File: config.mk
export PLATFORM = sky130hd
export DESIGN_NAME = ex_mem_stage
export DESIGN_NICKNAME = d
export VERILOG_FILES = /design/src/rtl/ex_mem_stage.sv
export SDC_FILE = /design/constraint.sdc
export NUM_CORES = 1
export LEC_CHECK = 0
export CAP_MARGIN = 20
export CORE_MARGIN = 2
export CORE_UTILIZATION = 50
export CTS_BUF_LIST = sky130_fd_sc_hd__clkbuf_2 sky130_fd_sc_hd__clkbuf_4 sky130_fd_sc_hd__clkbuf_8
export DETAILED_ROUTE_END_ITERATION = 6
export HOLD_SLACK_MARGIN = 0.06
export PLACE_DENSITY = 0.74
export SETUP_SLACK_MARGIN = 0.4
export SLEW_MARGIN = 25
export SYNTH_ARGS = -nofsm -noshare
export SYNTH_HDL_FRONTEND = slang
export SYNTH_SLANG_ARGS = --single-unit
export TNS_END_PERCENT = 30
File: constraint.sdc
create_clock -name clk -period 11.82 [get_ports clk]
set_clock_uncertainty 0.05 [all_clocks]
set_input_delay 1.773 -clock clk [delete_from_list [all_inputs] [get_ports clk]]
set_output_delay 1.773 -clock clk [all_outputs]
set_load 0.02 [all_outputs]
File: src/rtl/ex_mem_stage.sv
// Execute stage with EX/MEM pipeline register: ALU, branch-target adder and a
// shift-add multiplier that holds the upstream pipeline while it iterates.
module ex_mem_stage #(
    parameter int MUL_CYCLES = 32
) (
    input  logic        clk,
    input  logic        reset,
    input  logic        flush_in,
    input  logic [31:0] nextpc,
    input  logic [31:0] reg_file_out_data1,
    input  logic [31:0] reg_file_out_data2,
    input  logic [31:0] sgn_ext_imm_out,
    input  logic [4:0]  rd_in,
    input  logic        reg_write_in,
    input  logic        mem_to_reg_in,
    input  logic        mem_write_in,
    input  logic        mem_read_in,
    input  logic        branch_in,
    input  logic        alu_src_in,
    input  logic [1:0]  alu_op_in,
    output logic        stall_out,
    output logic [31:0] alu_result_out_ex_mem,
    output logic [31:0] store_data_out_ex_mem,
    output logic [31:0] branch_target_out_ex_mem,
    output logic        zero_out_ex_mem,
    output logic [4:0]  rd_out_ex_mem,
    output logic        reg_write_out_ex_mem,
    output logic        mem_to_reg_out_ex_mem,
    output logic        mem_write_out_ex_mem,
    output logic        mem_read_out_ex_mem,
    output logic        branch_out_ex_mem
);

    localparam int              CNT_W    = $clog2(MUL_CYCLES);
    localparam logic [CNT_W-1:0] CNT_LAST = CNT_W'(MUL_CYCLES - 1);
    localparam logic [CNT_W-1:0] CNT_ONE  = CNT_W'(1);

    typedef enum logic [1:0] {
        ST_IDLE = 2'd0,
        ST_MUL  = 2'd1,
        ST_DONE = 2'd2
    } state_t;

    state_t             state_q, state_d;
    logic [31:0]        mc_a_q, mc_a_d;
    logic [31:0]        mc_b_q, mc_b_d;
    logic [31:0]        acc_q, acc_d;
    logic [CNT_W-1:0]   cnt_q, cnt_d;
    logic [4:0]         mul_ctrl_q, mul_ctrl_d;
    logic [4:0]         mul_rd_q, mul_rd_d;

    logic [31:0]        alu_result_q, alu_result_d;
    logic [31:0]        store_data_q, store_data_d;
    logic [31:0]        branch_target_q, branch_target_d;
    logic               zero_q, zero_d;
    logic [4:0]         rd_q, rd_d;
    logic [4:0]         ctrl_q, ctrl_d;

    logic [31:0]        op_b_s;
    logic [5:0]         funct_s;
    logic [31:0]        alu_result_s;
    logic [31:0]        branch_target_s;
    logic [4:0]         ctrl_in_s;
    logic               is_mult_s;
    logic               mult_start_s;

    assign op_b_s          = alu_src_in ? sgn_ext_imm_out : reg_file_out_data2;
    assign funct_s         = sgn_ext_imm_out[5:0];
    assign branch_target_s = nextpc + {sgn_ext_imm_out[29:0], 2'b00};
    assign ctrl_in_s       = {reg_write_in, mem_to_reg_in, mem_write_in, mem_read_in, branch_in};
    assign is_mult_s       = (alu_op_in == 2'b10) && (funct_s == 6'h18);
    assign mult_start_s    = (state_q == ST_IDLE) && is_mult_s;
    assign stall_out       = mult_start_s || (state_q == ST_MUL);

    // Single-cycle ALU; the mult funct yields 0 here since the multiplier owns it
    always_comb begin
        alu_result_s = 32'd0;
        case (alu_op_in)
            2'b00: alu_result_s = reg_file_out_data1 + op_b_s;
            2'b01: alu_result_s = reg_file_out_data1 - op_b_s;
            2'b11: alu_result_s = reg_file_out_data1 | op_b_s;
            2'b10: begin
                case (funct_s)
                    6'h20:   alu_result_s = reg_file_out_data1 + op_b_s;
                    6'h22:   alu_result_s = reg_file_out_data1 - op_b_s;
                    6'h24:   alu_result_s = reg_file_out_data1 & op_b_s;
                    6'h25:   alu_result_s = reg_file_out_data1 | op_b_s;
                    6'h2A:   alu_result_s = ($signed(reg_file_out_data1) < $signed(op_b_s)) ? 32'd1 : 32'd0;
                    default: alu_result_s = 32'd0;
                endcase
            end
            default: alu_result_s = 32'd0;
        endcase
    end

    // Multiplier sequencing; a flush abandons any multiply in flight
    always_comb begin
        state_d    = state_q;
        mc_a_d     = mc_a_q;
        mc_b_d     = mc_b_q;
        acc_d      = acc_q;
        cnt_d      = cnt_q;
        mul_ctrl_d = mul_ctrl_q;
        mul_rd_d   = mul_rd_q;
        case (state_q)
            ST_IDLE: begin
                if (mult_start_s) begin
                    mc_a_d     = reg_file_out_data1;
                    mc_b_d     = op_b_s;
                    acc_d      = 32'd0;
                    cnt_d      = '0;
                    mul_ctrl_d = ctrl_in_s;
                    mul_rd_d   = rd_in;
                    state_d    = ST_MUL;
                end else begin
                    state_d = ST_IDLE;
                end
            end
            ST_MUL: begin
                if (mc_b_q[0]) begin
                    acc_d = acc_q + mc_a_q;
                end else begin
                    acc_d = acc_q;
                end
                mc_a_d = {mc_a_q[30:0], 1'b0};
                mc_b_d = {1'b0, mc_b_q[31:1]};
                cnt_d  = cnt_q + CNT_ONE;
                if (cnt_q == CNT_LAST) begin
                    state_d = ST_DONE;
                end else begin
                    state_d = ST_MUL;
                end
            end
            ST_DONE: state_d = ST_IDLE;
            default: state_d = ST_IDLE;
        endcase
        if (flush_in) begin
            state_d = ST_IDLE;
        end else begin
            state_d = state_d;
        end
    end

    // Next EX/MEM contents: bubble, finished multiply, or the ALU result
    always_comb begin
        alu_result_d    = 32'd0;
        store_data_d    = 32'd0;
        branch_target_d = 32'd0;
        zero_d          = 1'b0;
        rd_d            = 5'd0;
        ctrl_d          = 5'd0;
        if (flush_in || stall_out) begin
            alu_result_d = 32'd0;
        end else if (state_q == ST_DONE) begin
            alu_result_d    = acc_q;
            store_data_d    = reg_file_out_data2;
            branch_target_d = branch_target_s;
            zero_d          = (acc_q == 32'd0);
            rd_d            = mul_rd_q;
            ctrl_d          = mul_ctrl_q;
        end else begin
            alu_result_d    = alu_result_s;
            store_data_d    = reg_file_out_data2;
            branch_target_d = branch_target_s;
            zero_d          = (alu_result_s == 32'd0);
            rd_d            = rd_in;
            ctrl_d          = ctrl_in_s;
        end
    end

    // State and pipeline register update with synchronous active-low reset
    always_ff @(posedge clk) begin
        if (!reset) begin
            state_q         <= ST_IDLE;
            mc_a_q          <= 32'd0;
            mc_b_q          <= 32'd0;
            acc_q           <= 32'd0;
            cnt_q           <= '0;
            mul_ctrl_q      <= 5'd0;
            mul_rd_q        <= 5'd0;
            alu_result_q    <= 32'd0;
            store_data_q    <= 32'd0;
            branch_target_q <= 32'd0;
            zero_q          <= 1'b0;
            rd_q            <= 5'd0;
            ctrl_q          <= 5'd0;
        end else begin
            state_q         <= state_d;
            mc_a_q          <= mc_a_d;
            mc_b_q          <= mc_b_d;
            acc_q           <= acc_d;
            cnt_q           <= cnt_d;
            mul_ctrl_q      <= mul_ctrl_d;
            mul_rd_q        <= mul_rd_d;
            alu_result_q    <= alu_result_d;
            store_data_q    <= store_data_d;
            branch_target_q <= branch_target_d;
            zero_q          <= zero_d;
            rd_q            <= rd_d;
            ctrl_q          <= ctrl_d;
        end
    end

    assign alu_result_out_ex_mem    = alu_result_q;
    assign store_data_out_ex_mem    = store_data_q;
    assign branch_target_out_ex_mem = branch_target_q;
    assign zero_out_ex_mem          = zero_q;
    assign rd_out_ex_mem            = rd_q;
    assign reg_write_out_ex_mem     = ctrl_q[4];
    assign mem_to_reg_out_ex_mem    = ctrl_q[3];
    assign mem_write_out_ex_mem     = ctrl_q[2];
    assign mem_read_out_ex_mem      = ctrl_q[1];
    assign branch_out_ex_mem        = ctrl_q[0];

endmodule

Word level (Yosys, flattened, before mapping). Cells that the tools add are included.

$add $sub $neg: 5. Multipliers: 0. Div/mod/pow operators: 0. $lt $le $gt $ge: 1. Equal/unequal tests: 14. Shift operators: 0. Mux-type cells: 20. Bitwise logic cells: 3. Reductions and logical operators: 14.

Operators with widths (count): two-way mux 32 bit (6); one-hot mux 32 bit (2 select lines) (3); one-hot mux 32 bit (5 select lines) (1); one-hot mux 32 bit (4 select lines) (1); adder 32 bit (3); zero test 32 bit (2); AND 32 bit (1); < comparator 32 bit (1); OR 32 bit (1); subtractor 32 bit (1); equality test 6 bit, second input constant (5); two-way mux 5 bit (3); one-hot mux 5 bit (2 select lines) (1); equality test 2 bit, second input constant (3); equality test 6 x 5 -> 1 bit, second input constant (1); adder 5 x 1 -> 5 bit, second input constant (1); equality test 5 bit, second input constant (1); equality test 2 x 1 -> 1 bit, second input constant (2); zero test 2 bit (2); != test 2 bit, second input constant (2); one-hot mux 2 bit (2 select lines) (1); AND reduction 2 bit (2); OR reduction 2 bit (2); two-way mux 1 bit (3); 6 further kinds (8).

Flip-flop bits (word level): 220. Bits in latches: 0. Memory bits (writable): 0. Bits in read-only memories: 0. Memories: 0.

Longest topological paths before layout. Gate-level depths: netlist (run 1).

Depth after elaboration: 7. Depth in mapped cells: 19. Depth with buffers taken out: 16.

Worst setup path after synthesis (run 1). OpenSTA, ideal clock, no wires.

Path type: input port to flip-flop. Start: in alu_src_in. End: reg zero_q, in the netlist zero_out_ex_mem. Arrival: 5.785 ns. Required time: 11.701 ns. Slack: 5.916 ns. Stages: 18. Cells stage by stage: clkbuf_1 > buf_1 > mux2_2 > inv_1 > ha_1 > or2_1 > a311oi_2 > a21oi_1 > a211o_1 > xnor2_1 > o221ai_1 > or4_1 > nor2_1 > nand4_1 > or4_1 > nor4_1 > nand4_1 > o21ai_1.

Word-level cells in the longest chain between the ends: 7. Elaborated cells between the ends (all ways): 11. Those cells by class: add/sub (2); order compare (1); mux (5); bitwise (2); reduce/logical (1).

RTL lines: from (decl) (RTL line 19) `input logic alu_src_in,`; two-way mux 32 bit (*) (RTL line 67) `assign op_b_s = alu_src_in ? sgn_ext_imm_out : reg_file_out_data2;`; < comparator 32 bit (RTL line 88) `6'h2A: alu_result_s = ($signed(reg_file_out_data1) < $signed(op_b_s)) ? 32'd1 : 32'd0;`; two-way mux 1 bit (RTL line 88); one-hot mux 32 bit (5 select lines) (RTL line 83) `case (funct_s)`; one-hot mux 32 bit (4 select lines) (*) (RTL line 78) `case (alu_op_in)`; zero test 32 bit (*) (RTL line 165) `zero_d = (alu_result_s == 32'd0);`; two-way mux 1 bit (*) (RTL line 154) `end else if (state_q == ST_DONE) begin`; to (signal assigned) (RTL line 198) `zero_q <= zero_d;`; to (decl) (RTL line 55) `logic zero_q, zero_d;`.

Mark *: on every way between the ends. The rest lies on a longest branch, timed or not. A chain may end at the register's enable or synchronous reset.

Worst setup path in the final report (run 1).
Start: in alu_op_in[1]. End: out stall_out.

Word-level cells in the longest chain between the ends: 4.

RTL lines: from (decl) (RTL line 20) `input logic [1:0] alu_op_in,`; equality test 2 bit (RTL line 71) `assign is_mult_s = (alu_op_in == 2'b10) && (funct_s == 6'h18);`; logical AND 1 bit (RTL line 71); logical AND 1 bit (RTL line 72) `assign mult_start_s = (state_q == ST_IDLE) && is_mult_s;`; logical OR 1 bit (RTL line 73) `assign stall_out = mult_start_s || (state_q == ST_MUL);`; to (decl) (RTL line 21) `output logic stall_out,`.

No other way between the ends.

==> reports/results.ini, run 1 <==
[die]
fp.dieArea_mm2=0.0357
num_rows=67
die_h_um=189
start_util=0.508
pin_count=252
die_width_um=189
fp.coreArea_mm2=0.0336

[finish]
nNetsFinal=2734
seq_area_mm2=0.00440
layout_common_cells=nand2_1 (251), clkdlybuf4s50_1 (249), dfxtp_1 (220)
final_util=0.619
antenna_cells=0
fillCellCount=3028
multi_input_area_mm2=0.0118
drive_gt1_frac=0.0708
instances_no_fill=2892
design_area_mm2=0.0208
area_growth_syn_to_layout_pct=21.7
layout_commonest_cell=nand2_1

[yosys]
yosys_register_bits=220
synth-edff-count=0
ys_seq_area_frac=0.258
syn-num-nets=2531
synth.area.top_cells=dfxtp_1 (26%), ha_1 (13%), a21oi_1 (6.3%), nand2_1 (5.5%), nor2_1 (3.8%)
synth_area_per_cell_um2=7.73
async_reset_ff_frac=0
synth_top_area_cell=dfxtp_1
synth_cell_types=96
synth_top_area_frac=0.258
yosys_warnings=0
syn_inst=2209
synth-main-ff-cell=dfxtp_1
syn_area_mm2=0.0171

[power]
p_per_area_mw_per_mm2=111
comb_power_share=0.295
vdd_drop_max_mv=0.148
p_switching_mw=0.760
p_int_mw=1.54
switching_share=0.330
leakage_nw=8.98
p_seq_frac=0.336
totalPowerFinal_mw=2.30
p_clk_frac=0.369

[global_route]
grt_pass1_wl_mm=95.6
grt_overflow=0
grtUsageTotal=0.343
grt_max_degree=109
antenna_found_initial=0
first_global_vias=16700

[timing]
min_period_over_period=0.592
slew_headroom=0.314
setup_viol=0
fin_setup_tns_ps=0
hold_viol=0
timing.fmax_ghz=0.143
tightest_slew_ps=1030
rsz0062_at_grt=no
period_needed_ps=6990
slew_viol_final=0

[route]
via_count=17400
wl_per_cell_um=21.4
final_antenna_net_count=0
route.detailed.drc=0
avgViaCountPerCell=6.00
wl_mm=61.9
drtIter0Drc=1561
dr.pass1.iters=6

[placed_design]
globalplace.congestion=1.01
dp.cells=2817
placed_area_mm2=0.0199
dp_hpwl_mm=46.8
port_buffers=251

[clock_network]
cts.path.max_buffers=3
clk-insertion-delay-late_ps=630
cts.repair.resized=0
cts_tree=yes
htreeDepth=2
cts.clk_slew.worst_paths_ps=70
clockRootBuffer=clkbuf_8
cts_setup_buffers=0
cts_buffers=41
cts_sinks=220
cts_hold_buf=0

[outcome]
status=completed

[critical_path]
end_kind=output pin
path_max_fanout=38
critical_path_class=in2out
cp_data_arrival_time_ps=5170
critPathRequiredTime_ps=10000
start_kind=primary input

[flow_run]
drv_cap=0

[hold_path]
hp-class=reg2reg

-- metrics by stage --
step           hold slack (ps)  setup slack, ps
3_3_place_gp               388             5020
3_5_place_dp               394             4950
2_1_floorplan              374             5920
5_1_grt                    418             4710
6_report                   403             4830
4_1_cts                    405             4940
-- cell type report --
| type | instances | share of cell area |
|---|---|---|
| Inverter | 115 | 0.0208 |
| Tap cell | 448 | 0.0270 |
| Clock buffer | 61 | 0.0380 |
| Timing Repair Buffer | 269 | 0.127 |
| Clock inverter | 14 | 0.00758 |
| Sequential cell | 220 | 0.212 |
| Multi-Input combinational cell | 1765 | 0.568 |
-- state kept, by name, indices dropped and copies added (netlist names) --
name / count
zero_out_ex_mem: 1
mc_b_q: 32
mul_ctrl_q: 5
rd_out_ex_mem: 5
mul_rd_q: 5
cnt_q: 5
state_q: 2
mc_a_q: 32
ctrl_q: 5
acc_q: 32
alu_result_out_ex_mem: 32
store_data_out_ex_mem: 32
branch_target_out_ex_mem: 32
-- power groups by stage --
| stage | registers, mW | logic, mW | clock network (mW) |
|---|---|---|---|
| after floorplan | 0.816 | 0.394 | 0 |
| after global placement | 0.787 | 0.662 | 0 |
| after detailed placement | 0.788 | 0.663 | 0 |
| after CTS | 0.772 | 0.668 | 0.866 |
| after global routing | 0.773 | 0.730 | 0.900 |
| final | 0.772 | 0.678 | 0.850 |
-- final timing paths --
| check | from | end | slack [ps] | cells past startpoint |
|---|---|---|---|---|
| worst min-delay path | mul_rd_q[1]$_SDFFE_PN0P_ | rd_out_ex_mem[1]$_SDFF_PP0_ | 400 | 2 |
| worst max-delay path | alu_op_in[1] | stall_out | 4830 | 9 |
| worst min register to register | mul_rd_q[1]$_SDFFE_PN0P_ | rd_out_ex_mem[1]$_SDFF_PP0_ | 400 | 2 |
| worst max register to register | mc_a_q[0]$_SDFFE_PN0P_ | acc_q[30]$_SDFFE_PN0P_ | 7680 | 15 |
-- worst max-delay path: stages --
cell and delay (ps):
clkdlybuf4s50_1 450, buf_4 420, nor2b_1 620, and2_1 270, and4_1 190, buf_4 390
nor2_2 190, inv_1 160, clkdlybuf4s50_1 650
-- kinds of logic (layout without fill, tap and decap cells) --
| kind of cell | Yosys count | in the layout | synth area share |
|---|---|---|---|
| adders and majority gates | 178 | 178 | 0.132 |
| and+or+nand+nor | 803 | 803 | 0.231 |
| buffers and inverters | 224 | 459 | 0.0518 |
| xor gates and xnor gates | 87 | 87 | 0.0446 |
| DFF | 220 | 220 | 0.258 |
| muxes | 40 | 40 | 0.0257 |
| AOI/OAI and AO/OA | 657 | 657 | 0.257 |
-- synthesized netlist by cell type (6+ instances only) --
cell	instances
a22oi_1	24
or2_2	11
a21o_1	39
nor4_1	18
nor2b_1	91
nor3b_1	8
o211ai_1	42
mux2_2	31
nand2_1	251
a21oi_1	216
o21ai_0	88
nor3_1	53
clkbuf_1	90
o221ai_1	14
o211a_1	32
a31oi_1	28
nor2_1	175
nand4_1	13
o31ai_1	12
o21bai_1	12
o21ai_1	8
a21boi_0	17
or4_1	7
xor2_1	32
a211o_1	7
xnor2_1	55
a2111oi_0	6
and2_1	46
o22ai_1	7
o21a_1	11
nand3_1	37
nand2b_1	30
buf_1	10
dfxtp_1	220
a211oi_1	26
or3_1	9
mux2i_1	9
and3_1	22
inv_1	114
a221oi_1	7
ha_1	174
-- routing by layer --
layer	part of all wire	wire length, µm	track usage	up-vias
li1	-	-	-	8275
met1	0.42	26100	0.432	8167
met2	0.46	28500	0.569	760
met3	0.066	4120	0.0502	151
met4	0.051	3170	0.179	0
met5	0	0	0	-
Power figures use the tool's default switching activity.
==> run 2: changes to the inputs <==
- PLACE_DENSITY: 0.74 -> 0.77
- clock period: 11.82 -> 5.8 ns (I/O delays scaled with it)
==> run 2 against run 1 <==
  * Total power grew 98%
  * Routed wire length shrank 1.1%
  * Critical path depth grew 8
  * Cell count grew 0.66%
  * Largest cell class unchanged
  * First-iteration DRC count grew 2.8%
  * Via count grew 1.3%
==> reports/results.ini, run 2 (same netlist as run 1, synthesis figures left out) <==
[outcome]
status=completed

[clock_network]
cts_setup_buffers=0  ; unchanged
clk-insertion-delay-late_ps=570  ; -60 ps
cts_buffers=41  ; unchanged
cts_hold_buf=0  ; unchanged
htreeDepth=2  ; unchanged
cts.path.max_buffers=3  ; unchanged
cts_sinks=220  ; unchanged
cts_tree=yes
clockRootBuffer=clkbuf_8
cts.clk_slew.worst_paths_ps=60  ; about the same
cts.repair.resized=0  ; unchanged

[finish]
area_growth_syn_to_layout_pct=22.3
antenna_cells=0  ; unchanged
seq_area_mm2=0.00440  ; unchanged
fillCellCount=2995  ; -1.1%
drive_gt1_frac=0.0771  ; +0.00636
multi_input_area_mm2=0.0118  ; about the same
instances_no_fill=2911  ; +0.66%
layout_commonest_cell=nand2_1
layout_common_cells=nand2_1 (251), clkdlybuf4s50_1 (249), dfxtp_1 (220)
nNetsFinal=2759  ; +0.91%
design_area_mm2=0.0209  ; +0.49%

[critical_path]
end_kind=register
start_kind=primary input
cp_data_arrival_time_ps=5630  ; +460 ps
critical_path_class=in2reg
critPathRequiredTime_ps=6250  ; -3750 ps
path_max_fanout=4  ; -89%

[global_route]
antenna_found_initial=0  ; unchanged
met1_usage=0.438  ; +0.00639
grt-busiest-layer=met2
grt_overflow=0  ; unchanged
grt_use_met3=0.0487  ; -0.00148
grt_pass1_wl_mm=95.1  ; -0.53%
met2_usage=0.542  ; -0.0267
grtUsageTotal=0.336  ; -0.00627
grt_max_degree=108  ; -0.92%
first_global_vias=16800  ; +0.63%

[route]
wl_mm=61.3  ; -1.1%
avgViaCountPerCell=6.04  ; +0.65%
route.detailed.drc=0  ; unchanged
drtIter0Drc=1605  ; +2.8%
final_antenna_net_count=0  ; unchanged
via_count=17600  ; +1.3%
wl_per_cell_um=21.0  ; -1.7%
dr.pass1.iters=6  ; unchanged

[placed_design]
dp_hpwl_mm=46.5  ; -0.49%
port_buffers=251  ; unchanged
dp.cells=2841  ; +0.85%
placed_area_mm2=0.0200  ; +0.94%
globalplace.congestion=0.994  ; -1.3%

[die]
num_rows=67  ; unchanged
fp.dieArea_mm2=0.0357  ; unchanged
fp.coreArea_mm2=0.0336  ; unchanged
die_h_um=189  ; unchanged
die_width_um=189  ; unchanged
pin_count=252  ; unchanged
start_util=0.508  ; unchanged

[timing]
hold_viol=0  ; unchanged
period_needed_ps=5190
slew_headroom=0.323  ; +0.00873
slew_viol_final=0  ; unchanged
fin_setup_tns_ps=0  ; unchanged
setup_viol=0  ; unchanged
tightest_slew_ps=1010  ; -20.9 ps
rsz0062_at_grt=no
min_period_over_period=0.894
timing.fmax_ghz=0.193

[power]
leakage_nw=9.06  ; +0.89%
p_per_area_mw_per_mm2=218  ; +97%
vdd_drop_max_mv=0.197  ; +34%

[hold_path]
hp-class=reg2reg

[flow_run]
drv_cap=0  ; unchanged

-- run 2: cell count changes in the layout (fill, tap and decap cells not counted), sizes merged --
cell and change:
buf +25, clkbuf +1, bufinv -2, clkinv -4, clkinvlp -1
-- run 2: worst max-delay path: stages --
cell	delay, ps
clkdlybuf4s50_1	510
mux2_2	360
ha_1	240
fa_1	430
nor3_1	380
or4_1	200
nand2_1	80
a2111oi_0	450
o22a_1	230
o21ai_0	120
or4_1	420
nor2_1	130
nand4_1	120
or4_1	550
nor4_1	300
nand4_1	140
o21ai_1	100
-- run 2: path summary, 6_finish.rpt --
check	startpoint	end	slack (ps)	cells past startpoint
max	sgn_ext_imm_out[0]	zero_out_ex_mem$_SDFF_PP0_	610	17
min	mul_rd_q[2]$_SDFFE_PN0P_	rd_out_ex_mem[2]$_SDFF_PP0_	400	2
max reg2reg	mc_a_q[0]$_SDFFE_PN0P_	acc_q[30]$_SDFFE_PN0P_	1750	15
min reg2reg	mul_rd_q[2]$_SDFFE_PN0P_	rd_out_ex_mem[2]$_SDFF_PP0_	400	2
-- run 2: area by class of cell --
class / instances / area share
multi-input cells: 1765 / 0.565
repair buffers: 294 / 0.136
inverters: 115 / 0.0207
well taps: 448 / 0.0268
flip-flops and latches: 220 / 0.211
clock inverters: 7 / 0.00335
clock buffers: 62 / 0.0369
-- run 2: power breakdown --
part / internal [mW] / total [mW] / leakage [nW] / switching (mW)
logic: 0.585 / 1.41 / 6.82 / 0.826
registers: 1.56 / 1.57 / 1.79 / 0.0133
clock network: 0.893 / 1.57 / 0.452 / 0.681
total: 3.04 / 4.56 / 9.06 / 1.52
-- run 2: routing by layer --
layer  wire length [µm]  part of all wire
met1              25800              0.42
met2              27600              0.45
met3               4570             0.075
met4               3270             0.053
met5                  0                 0
-- run 2: metrics by stage --
stage / worst slack, ps / hold slack, ps / utilization / power [mW]
2_1_floorplan: 799 / 374 / - / 2.47
3_3_place_gp: 194 / 388 / 0.596 / 2.96
3_5_place_dp: 167 / 390 / 0.596 / 2.97
4_1_cts: 771 / 400 / 0.621 / 4.55
5_1_grt: 422 / 408 / 0.622 / 4.75
6_report: 613 / 399 / 0.622 / 4.56
